==> src/rtl/tlul_scratch_mem.sv <==
// rtl/tlul_scratch_mem.sv - TL-UL device scratch memory with configurable response latency; optional macro TLUL_SCRATCH_TXN_CNT_EN
package tlul_pkg;

    localparam logic [2:0] PutFullData    = 3'h0;
    localparam logic [2:0] PutPartialData = 3'h1;
    localparam logic [2:0] Get            = 3'h4;

    localparam logic [2:0] AccessAck      = 3'h0;
    localparam logic [2:0] AccessAckData  = 3'h1;

    typedef struct packed {
        logic        a_valid;
        logic [2:0]  a_opcode;
        logic [1:0]  a_size;
        logic [7:0]  a_source;
        logic [31:0] a_address;
        logic [3:0]  a_mask;
        logic [31:0] a_data;
        logic        d_ready;
    } tl_h2d_t;

    typedef struct packed {
        logic        d_valid;
        logic [2:0]  d_opcode;
        logic [2:0]  d_param;
        logic [1:0]  d_size;
        logic [7:0]  d_source;
        logic [7:0]  d_sink;
        logic [31:0] d_data;
        logic        d_error;
        logic        a_ready;
    } tl_d2h_t;

endpackage

module tlul_scratch_mem
    import tlul_pkg::*;
#(
    parameter int unsigned Depth    = 64,
    parameter logic [31:0] BaseAddr = 32'h0000_0000,
    parameter int unsigned Latency  = 0
) (
    input  logic    clk_i,
    input  logic    rst_i,
    input  tl_h2d_t tl_i,
    output tl_d2h_t tl_o
);

    localparam int          IW   = $clog2(Depth);
    localparam logic [31:0] SPAN = 32'(4 * Depth);

    typedef enum logic [1:0] {IDLE, WAIT, RESP} state_e;

    state_e      state;
    logic [3:0]  wait_cnt;
    logic [2:0]  req_opcode;
    logic [31:0] req_address;
    logic [1:0]  req_size;
    logic [7:0]  req_source;
    logic [31:0] req_data;
    logic [3:0]  req_mask;
    logic [31:0] d_data_q;
    logic        d_error_q;
    logic [31:0] mem [Depth];

    logic          a_ready;
    logic          accept;
    logic          is_get;
    logic          is_write;
    logic          opcode_ok;
    logic          above_base;
    logic          mem_hit;
    logic          cnt_hit;
    logic          req_err;
    logic [31:0]   offset;
    logic [IW-1:0] word_idx;
    logic [31:0]   cnt_rd;
    logic [3:0]    byte_en;
    logic          unused_req;

    // Captured address/data/mask are kept for observability only.
    assign unused_req = ^{req_address, req_data, req_mask};

    assign a_ready    = (state == IDLE) && !rst_i;
    assign accept     = tl_i.a_valid && a_ready;
    assign is_get     = tl_i.a_opcode == Get;
    assign is_write   = (tl_i.a_opcode == PutFullData) || (tl_i.a_opcode == PutPartialData);
    assign opcode_ok  = is_get || is_write;
    assign above_base = tl_i.a_address >= BaseAddr;
    assign offset     = tl_i.a_address - BaseAddr;
    assign mem_hit    = above_base && (offset < SPAN);
    assign word_idx   = offset[IW+1:2];
    assign byte_en    = (tl_i.a_opcode == PutFullData) ? 4'hf : tl_i.a_mask;
    assign req_err    = !(mem_hit || cnt_hit)
                      || (tl_i.a_address[1:0] != 2'b00)
                      || (tl_i.a_size > 2'd2)
                      || !opcode_ok
                      || ((tl_i.a_opcode == PutFullData) && (tl_i.a_size == 2'd2)
                          && (tl_i.a_mask != 4'hf));

`ifdef TLUL_SCRATCH_TXN_CNT_EN
    logic [31:0] txn_cnt;

    assign cnt_hit = above_base && (offset == SPAN);
    assign cnt_rd  = txn_cnt;

    // Count completed D handshakes; an error-free write to the counter word clears it at acceptance.
    always_ff @(posedge clk_i or posedge rst_i) begin
        if (rst_i) begin
            txn_cnt <= 32'd0;
        end else if (accept && is_write && cnt_hit && !req_err) begin
            txn_cnt <= 32'd0;
        end else if ((state == RESP) && tl_i.d_ready) begin
            txn_cnt <= txn_cnt + 32'd1;
        end
    end
`else
    assign cnt_hit = 1'b0;
    assign cnt_rd  = 32'd0;
`endif

    // Byte-masked memory write at the acceptance edge; contents survive reset.
    always_ff @(posedge clk_i) begin
        if (accept && is_write && mem_hit && !req_err) begin
            for (int b = 0; b < 4; b++) begin
                if (byte_en[b]) begin
                    mem[word_idx][8*b +: 8] <= tl_i.a_data[8*b +: 8];
                end
            end
        end
    end

    // Request/response FSM: accept in IDLE, optional wait, hold response until d_ready.
    always_ff @(posedge clk_i or posedge rst_i) begin
        if (rst_i) begin
            state       <= IDLE;
            wait_cnt    <= 4'd0;
            req_opcode  <= 3'd0;
            req_address <= 32'd0;
            req_size    <= 2'd0;
            req_source  <= 8'd0;
            req_data    <= 32'd0;
            req_mask    <= 4'd0;
            d_data_q    <= 32'd0;
            d_error_q   <= 1'b0;
        end else begin
            case (state)
                IDLE: begin
                    if (accept) begin
                        req_opcode  <= tl_i.a_opcode;
                        req_address <= tl_i.a_address;
                        req_size    <= tl_i.a_size;
                        req_source  <= tl_i.a_source;
                        req_data    <= tl_i.a_data;
                        req_mask    <= tl_i.a_mask;
                        d_error_q   <= req_err;
                        d_data_q    <= (req_err || !is_get) ? 32'd0
                                     : (cnt_hit ? cnt_rd : mem[word_idx]);
                        wait_cnt    <= (Latency > 0) ? 4'(Latency - 1) : 4'd0;
                        state       <= (Latency > 0) ? WAIT : RESP;
                    end
                end
                WAIT: begin
                    if (wait_cnt == 4'd0) begin
                        state <= RESP;
                    end else begin
                        wait_cnt <= wait_cnt - 4'd1;
                    end
                end
                RESP: begin
                    if (tl_i.d_ready) begin
                        state <= IDLE;
                    end
                end
                default: state <= IDLE;
            endcase
        end
    end

    // Drive the D channel straight from the captured request and response registers.
    always_comb begin
        tl_o          = '0;
        tl_o.a_ready  = a_ready;
        tl_o.d_valid  = state == RESP;
        tl_o.d_opcode = (req_opcode == Get) ? AccessAckData : AccessAck;
        tl_o.d_param  = 3'd0;
        tl_o.d_size   = req_size;
        tl_o.d_source = req_source;
        tl_o.d_sink   = req_source;
        tl_o.d_data   = d_data_q;
        tl_o.d_error  = d_error_q;
    end

endmodule
==> config.mk <==
export PLATFORM = sky130hd
export DESIGN_NAME = tlul_scratch_mem
export DESIGN_NICKNAME = d
export VERILOG_FILES = /design/src/rtl/tlul_scratch_mem.sv
export SDC_FILE = /design/constraint.sdc
export NUM_CORES = 2
export LEC_CHECK = 0
export BUFFER_PORTS_ARGS = -buffer_cell sky130_fd_sc_hd__buf_2
export CORE_MARGIN = 4
export CORE_UTILIZATION = 40
export CTS_CLUSTER_DIAMETER = 50
export DETAILED_ROUTE_END_ITERATION = 8
export SLEW_MARGIN = 10
export SYNTH_ARGS = -nofsm -noshare
export SYNTH_HDL_FRONTEND = slang
export SYNTH_SLANG_ARGS = --single-unit
==> constraint.sdc <==
create_clock -name clk_i -period 2.7 [get_ports clk_i]
set_input_delay 0.54 -clock clk_i [delete_from_list [all_inputs] [get_ports clk_i]]
set_output_delay 0.54 -clock clk_i [all_outputs]
set_load 0.05 [all_outputs]
# Yosys cells after proc, flatten, opt, wreduce, memory -nomap -nowiden
# Memories as Yosys holds them, arrays and structs flattened.
# Cells that the tools add are included.
# Widths: inputs -> output; s select.
[word_totals]
word_cells = 73
mem_count = 1
input_bits = 85
register_bits = 52
out_inout_bits = 59
mem_bits_rw = 2048
[mem_list]
columns = ["memory", "words", "word_bits", "rd", "rd_ports_with_merged_regs", "wr", "line", "text"]
rows = [
  ["mem", 64, 32, 1, 0, 1, "64", "logic [31:0] mem [Depth];"],
]
[classes]
order_cmp = 3
n_mux = 22
reduce_logical = 28
add_sub_neg = 1
n_eq_ne = 11
[ops]
columns = ["operator", "n"]
rows = [
  ["$ge 32x1->1 const B", 1],
  ["$lt 32x9->1 const B", 1],
  ["$mux 32", 1],
  ["$mux 1", 13],
  ["$mux 4", 3],
  ["$logic_and 1x1->1", 8],
  ["$ne 2x2->1 const B", 4],
  ["$pmux 4 s2", 1],
  ["$logic_or 1x1->1", 7],
  ["$eq 3x3->1 const B", 2],
  ["$mux 2", 3],
  ["$pmux 2 s3", 1],
  ["$reduce_and 3->1", 2],
  ["$logic_not 1->1", 5],
  ["$eq 2x2->1 const B", 2],
  ["$logic_not 4->1", 1],
  ["$ne 4x4->1 const B", 1],
  ["$reduce_bool 2->1", 2],
  ["$sub 4x1->4 const B", 1],
  ["$eq 3x1->1 const B", 1],
  ["$logic_not 3->1", 1],
  ["$eq 2x1->1 const B", 1],
  ["$gt 2x2->1 const B", 1],
  ["$logic_not 2->1", 1],
  ["$reduce_and 2->1", 1],
]

# Logic depth before layout (Yosys ltp)
[depth]
ltp_word = 11
mapped_depth = 11
ltp_nobuf = 6

# Worst setup path after synthesis
# Ideal clock, no wire load.
[synth_path]
path_type = "input -> register"
from = "input tl_i[78] in the netlist's numbering"
to = "memory mem[10][0], enable pin"
arrival_ns = 2.772
path_stages = 7
setup_slack_ns = -0.442
setup_ns = 0.370
required_ns = 2.330
n_path_buf = 1
cell_sequence = "a211o_1 > a221o_1 > or4_4 > nor3_1 > o21ai_1 > clkbuf_1 > nor2_1"
[synth_via]
elab_chain_len = 8
elab_cells_between_ends = 11
cone_classes = "order compare (1); eq/ne (1); mux (2); reduce/logical (7)"
[synth_rtl]
columns = ["item", "line", "text"]
rows = [
  ["from (decl)", "45", "input tl_h2d_t tl_i,"],
  ["$gt 2x2->1 or $eq 2x2->1 (tied branches)", "96, 98", ""],
  ["$logic_or 1x1->1 or $logic_and 1x1->1 (tied branches)", "96, 98", ""],
  ["$logic_or 1x1->1 or $logic_and 1x1->1 (tied branches)", "97, 99", ""],
  ["$logic_or 1x1->1 (*)", "98", "|| ((tl_i.a_opcode == PutFullData) && (tl_i.a_size == 2'd2)"],
  ["$logic_not 1->1 (*)", "124", "if (accept && is_write && mem_hit && !req_err) begin"],
  ["$logic_and 1x1->1 (*)", "124", ""],
  ["$mux 1 (*)", "124", ""],
  ["$mux 1 (not written as such) (*)", "127", "mem[word_idx][8*b +: 8] <= tl_i.a_data[8*b +: 8];"],
  ["to (decl)", "64", ""],
]
# Every way passes the cells marked *; elsewhere a longest branch is shown, timed or not.

# Worst setup path in the final report
[layout_path]
from = "register state[1]"
to = "memory mem[18][12], enable pin"
[layout_via]
elab_chain_len = 8
[layout_rtl]
columns = ["item", "line", "text"]
rows = [
  ["from (decl)", "54", "state_e state;"],
  ["from (signal assigned)", "160", "state <= (Latency > 0) ? WAIT : RESP;"],
  ["$logic_not 2->1", "84", "assign a_ready = (state == IDLE) && !rst_i;"],
  ["$logic_and 1x1->1", "84", ""],
  ["$logic_and 1x1->1", "85", "assign accept = tl_i.a_valid && a_ready;"],
  ["$logic_and 1x1->1 (3 in a row)", "124", ""],
  ["$mux 1", "124", ""],
  ["$mux 1 (not written as such)", "127", ""],
]
# No other way between the ends.

==> impl_metrics.tcl <==
set metrics [dict create \
    syn-cell-area_um2 80850 \
    synth_edf_count 2048 \
    failed_checks "negative setup slack" \
    fmax_mhz 345.2 \
    drive_gt1_frac 0.3329 \
    crit_slowest_cell "or4_4" \
    first_pass_iters 9 \
    synth_compound_area_frac 0.08071 \
    tightestPinTransition_ns 1.304 \
    power.leakage_nw 33.57 \
    io_pins 144 \
    critPathMaxFanout 8 \
    grt_max_degree 65 \
    die_w_um 457.6 \
    yosysTopAreaCell "edfxtp_1" \
    drcViolationCount 0 \
    clock_path_buffers 3 \
    antenna_found_initial 17 \
    relSlewSlack 0.1309 \
    crit_required_ns 3.26 \
    layout_setup_ws_ns -0.1966 \
    clkLatencyLatePin_ns 0.88 \
    crit_top_cell "buf_12" \
    hold_viol 0 \
    yosysUniqueCellTypes 70 \
    yosys.area_share.adder 0 \
    cap_violations 0 \
    dieArea_um2 209400 \
    worst_setup_path_start_kind "register" \
    initial_utilization 0.4033 \
    synth_flop_cell "edfxtp_1" \
    yosysMostFrequentCell "edfxtp_1" \
    maxSlewViolCount 0 \
    synth_top_family_by_area "multiplexers" \
    synth-simple-area-share 0.03561 \
    power_density_nw_per_um2 687.8 \
    critPathMaxStageDelay_ns 0.44 \
    rsz0062_at_grt "true" \
    fp.coreArea_um2 200500 \
    portBuffers 138 \
    nets 5608 \
    routed_wirelength_mm 272.8 \
    wl_per_cell_um 32.61 \
    numCtsBuffers 215 \
    fin_crit_sh 1.073 \
    via_per_inst 6.001 \
    status "finished, violations left" \
    clk_pin_slew_ns 0.06 \
    synth_area_per_cell_um2 17.90 \
    clock-skew-final_ns 0.05214 \
    async_flop_share 0.02243 \
    rows 164 \
    crit_type "register to register" \
    cts-root-buf "clkbuf_16" \
    max-vdd-ir-drop_uv 661.0 \
    drtAntennaViolNets 0 \
    crit_path_cell_trace "nor3b_4, nand3_2, or4_4, buf_6, nor3_4, buf_12, o21ai_4, buf_12, buf_12, buf_16, nor2_4, buf_12" \
    ys_seq_elements 2095 \
    fin_tns_setup_ns -174.06 \
    synth_xor_area_frac 0 \
    fp.dieH_um 457.6 \
    grt_pass1_wl_mm 380.9 \
    grt-ovfl-total 0 \
    cts_tree "yes" \
    htreeDepth 4 \
    yosys-top-cells-area "edfxtp_1, mux4_2, mux2_2, o22ai_1, mux2i_1" \
    power_w 0.06948 \
    yosys-mux-area-fraction 0.09117 \
    grt_usage 0.2563 \
    ys_top_cells_by_count "edfxtp_1, nor2_1, o22ai_1, nand2_1, clkbuf_1" \
    first_iter_violations 7129 \
    syn_to_final_growth_pct 24.95 \
    cts.sinks 2095 \
    grt_pass1_vias 49160 \
    crit_path_end_kind "register" \
    ys_warn_count 0 \
    netlist.area_leader.share 0.7607 \
    synth_cells 4516 \
    period_minus_slack_ns 2.897 \
    setup_viol 2001 \
    dp_hpwl_mm 185.9 \
    gp_congestion 0.9435 \
    min-delay-path-class "input pin to register" \
    vias 50202 \
    yosysSeqAreaShare 0.7752 \
    arrival_ns 3.46 \
]
-- report_power, final --
| group | switching [W] | internal, W | total [W] | leakage [nW] |
|---|---|---|---|---|
| clock | 0.0126 | 0.0166 | 0.0292 | 3.38 |
| sequential | 0.0000251 | 0.0357 | 0.0357 | 19.0 |
| combinational | 0.00293 | 0.00157 | 0.00450 | 11.2 |
| total | 0.0156 | 0.0539 | 0.0695 | 33.6 |
-- through the flow --
stage / hold slack, ns / cells / worst slack [ns] / instance area [um2] / utilization
after CTS: 0.001258 / 8356 / -0.1763 / 100700 / 0.5025
after floorplan: 0.4376 / 4520 / -0.3405 / 81050 / -
after global routing: 0.06248 / 8362 / -0.2663 / 101000 / 0.5039
after global placement: 0.4561 / 7928 / -0.8150 / 92620 / 0.4620
final: 0.05332 / 8365 / -0.1966 / 101000 / 0.5039
after detailed placement: 0.4578 / 7928 / -0.7959 / 92620 / 0.4620
-- path summary, 6_finish.rpt --
kind | from | end | slack, ns | cells past startpoint
max reg2reg | state[1] | mem[18][12] | -0.20 | 12
min reg2reg | req_size[1] | req_size[1] | 0.47 | 2
max | state[1] | mem[18][12] | -0.20 | 12
min in group asynchronous | rst_i | state[1] | 0.45 | 4
min | tl_i[81] | req_opcode[2] | 0.05 | 4
max in group asynchronous | rst_i | d_data_q[3] | 1.53 | 5
-- registers in the layout, summed over array words and instances, names as in the netlist --
| register | flops |
|---|---|
| req_opcode | 3 |
| d_data_q | 32 |
| state | 1 |
| req_source | 8 |
| d_error_q | 1 |
| req_size | 2 |
| mem | 2048 |
-- logic make-up after synthesis --
| kind of cell | count (synthesis) |
|---|---|
| compound gates | 920 |
| simple gates | 680 |
| buf+inv | 332 |
| flops | 2095 |
| mux | 488 |
| other cells | 1 |
-- layer usage --
metal | wire, um | GRT usage | up-vias | part of all wire
met2 | 121500 | 0.3838 | 2974 | 0.45
met4 | 15970 | 0.1289 | 16 | 0.059
met5 | 89 | 0.003215 | - | 0.00033
met3 | 30250 | 0.06706 | 635 | 0.11
met1 | 105000 | 0.3472 | 26020 | 0.38
li1 | - | - | 20557 | -
-- critical path, delay by kind of cell, from the launching register on --
| kind | cells | cell delay (ns) |
|---|---|---|
| AND/OR/NAND/NOR | 5 | 1.13 |
| flip-flops | 1 | 0.40 |
| buffers and inverters | 6 | 0.88 |
| AO/OA/AOI/OAI | 1 | 0.14 |
-- cells in the final DEF, fill, tap and decap left out, types with 20 or more instances in the layout --
cell	netlist	layout
a211oi_1	47	46
a21oi_1	101	101
a221oi_1	41	41
a22oi_1	43	43
buf_12	0	142
buf_2	62	135
buf_4	16	713
buf_6	1	87
clkbuf_1	192	43
clkbuf_16	0	219
clkinv_1	2	49
clkinv_2	0	35
dfrtp_1	47	47
edfxtp_1	2048	2048
mux2_2	157	157
mux2i_1	148	148
mux4_2	183	183
nand2_1	201	197
nor2_1	353	251
nor2_2	0	40
nor2_4	0	62
nor2b_1	26	22
nor3_1	23	20
o21ai_0	101	101
o221ai_1	162	162
o22a_1	23	23
o22ai_1	273	273
-- layout make-up --
class	instances	area (um2)
antenna	8	20.02
clock buffer	265	5683
clock inverter	130	1249
fill	16219	99460
inverter	8	37.54
multi-input combinational	2093	17630
sequential	2095	62680
tap	2656	3323
timing repair buffer	1110	10400
-- what timing repair did --
item	CTS	global route
pin swaps	44	4
endpoints found under the hold margin	32	0
hold buffers	13	0
gates resized for setup	179	70
cloned	9	0
setup endpoints to repair	2074	2069
setup buffers	11	1
Note: power is estimated with default switching activity, not from simulation.
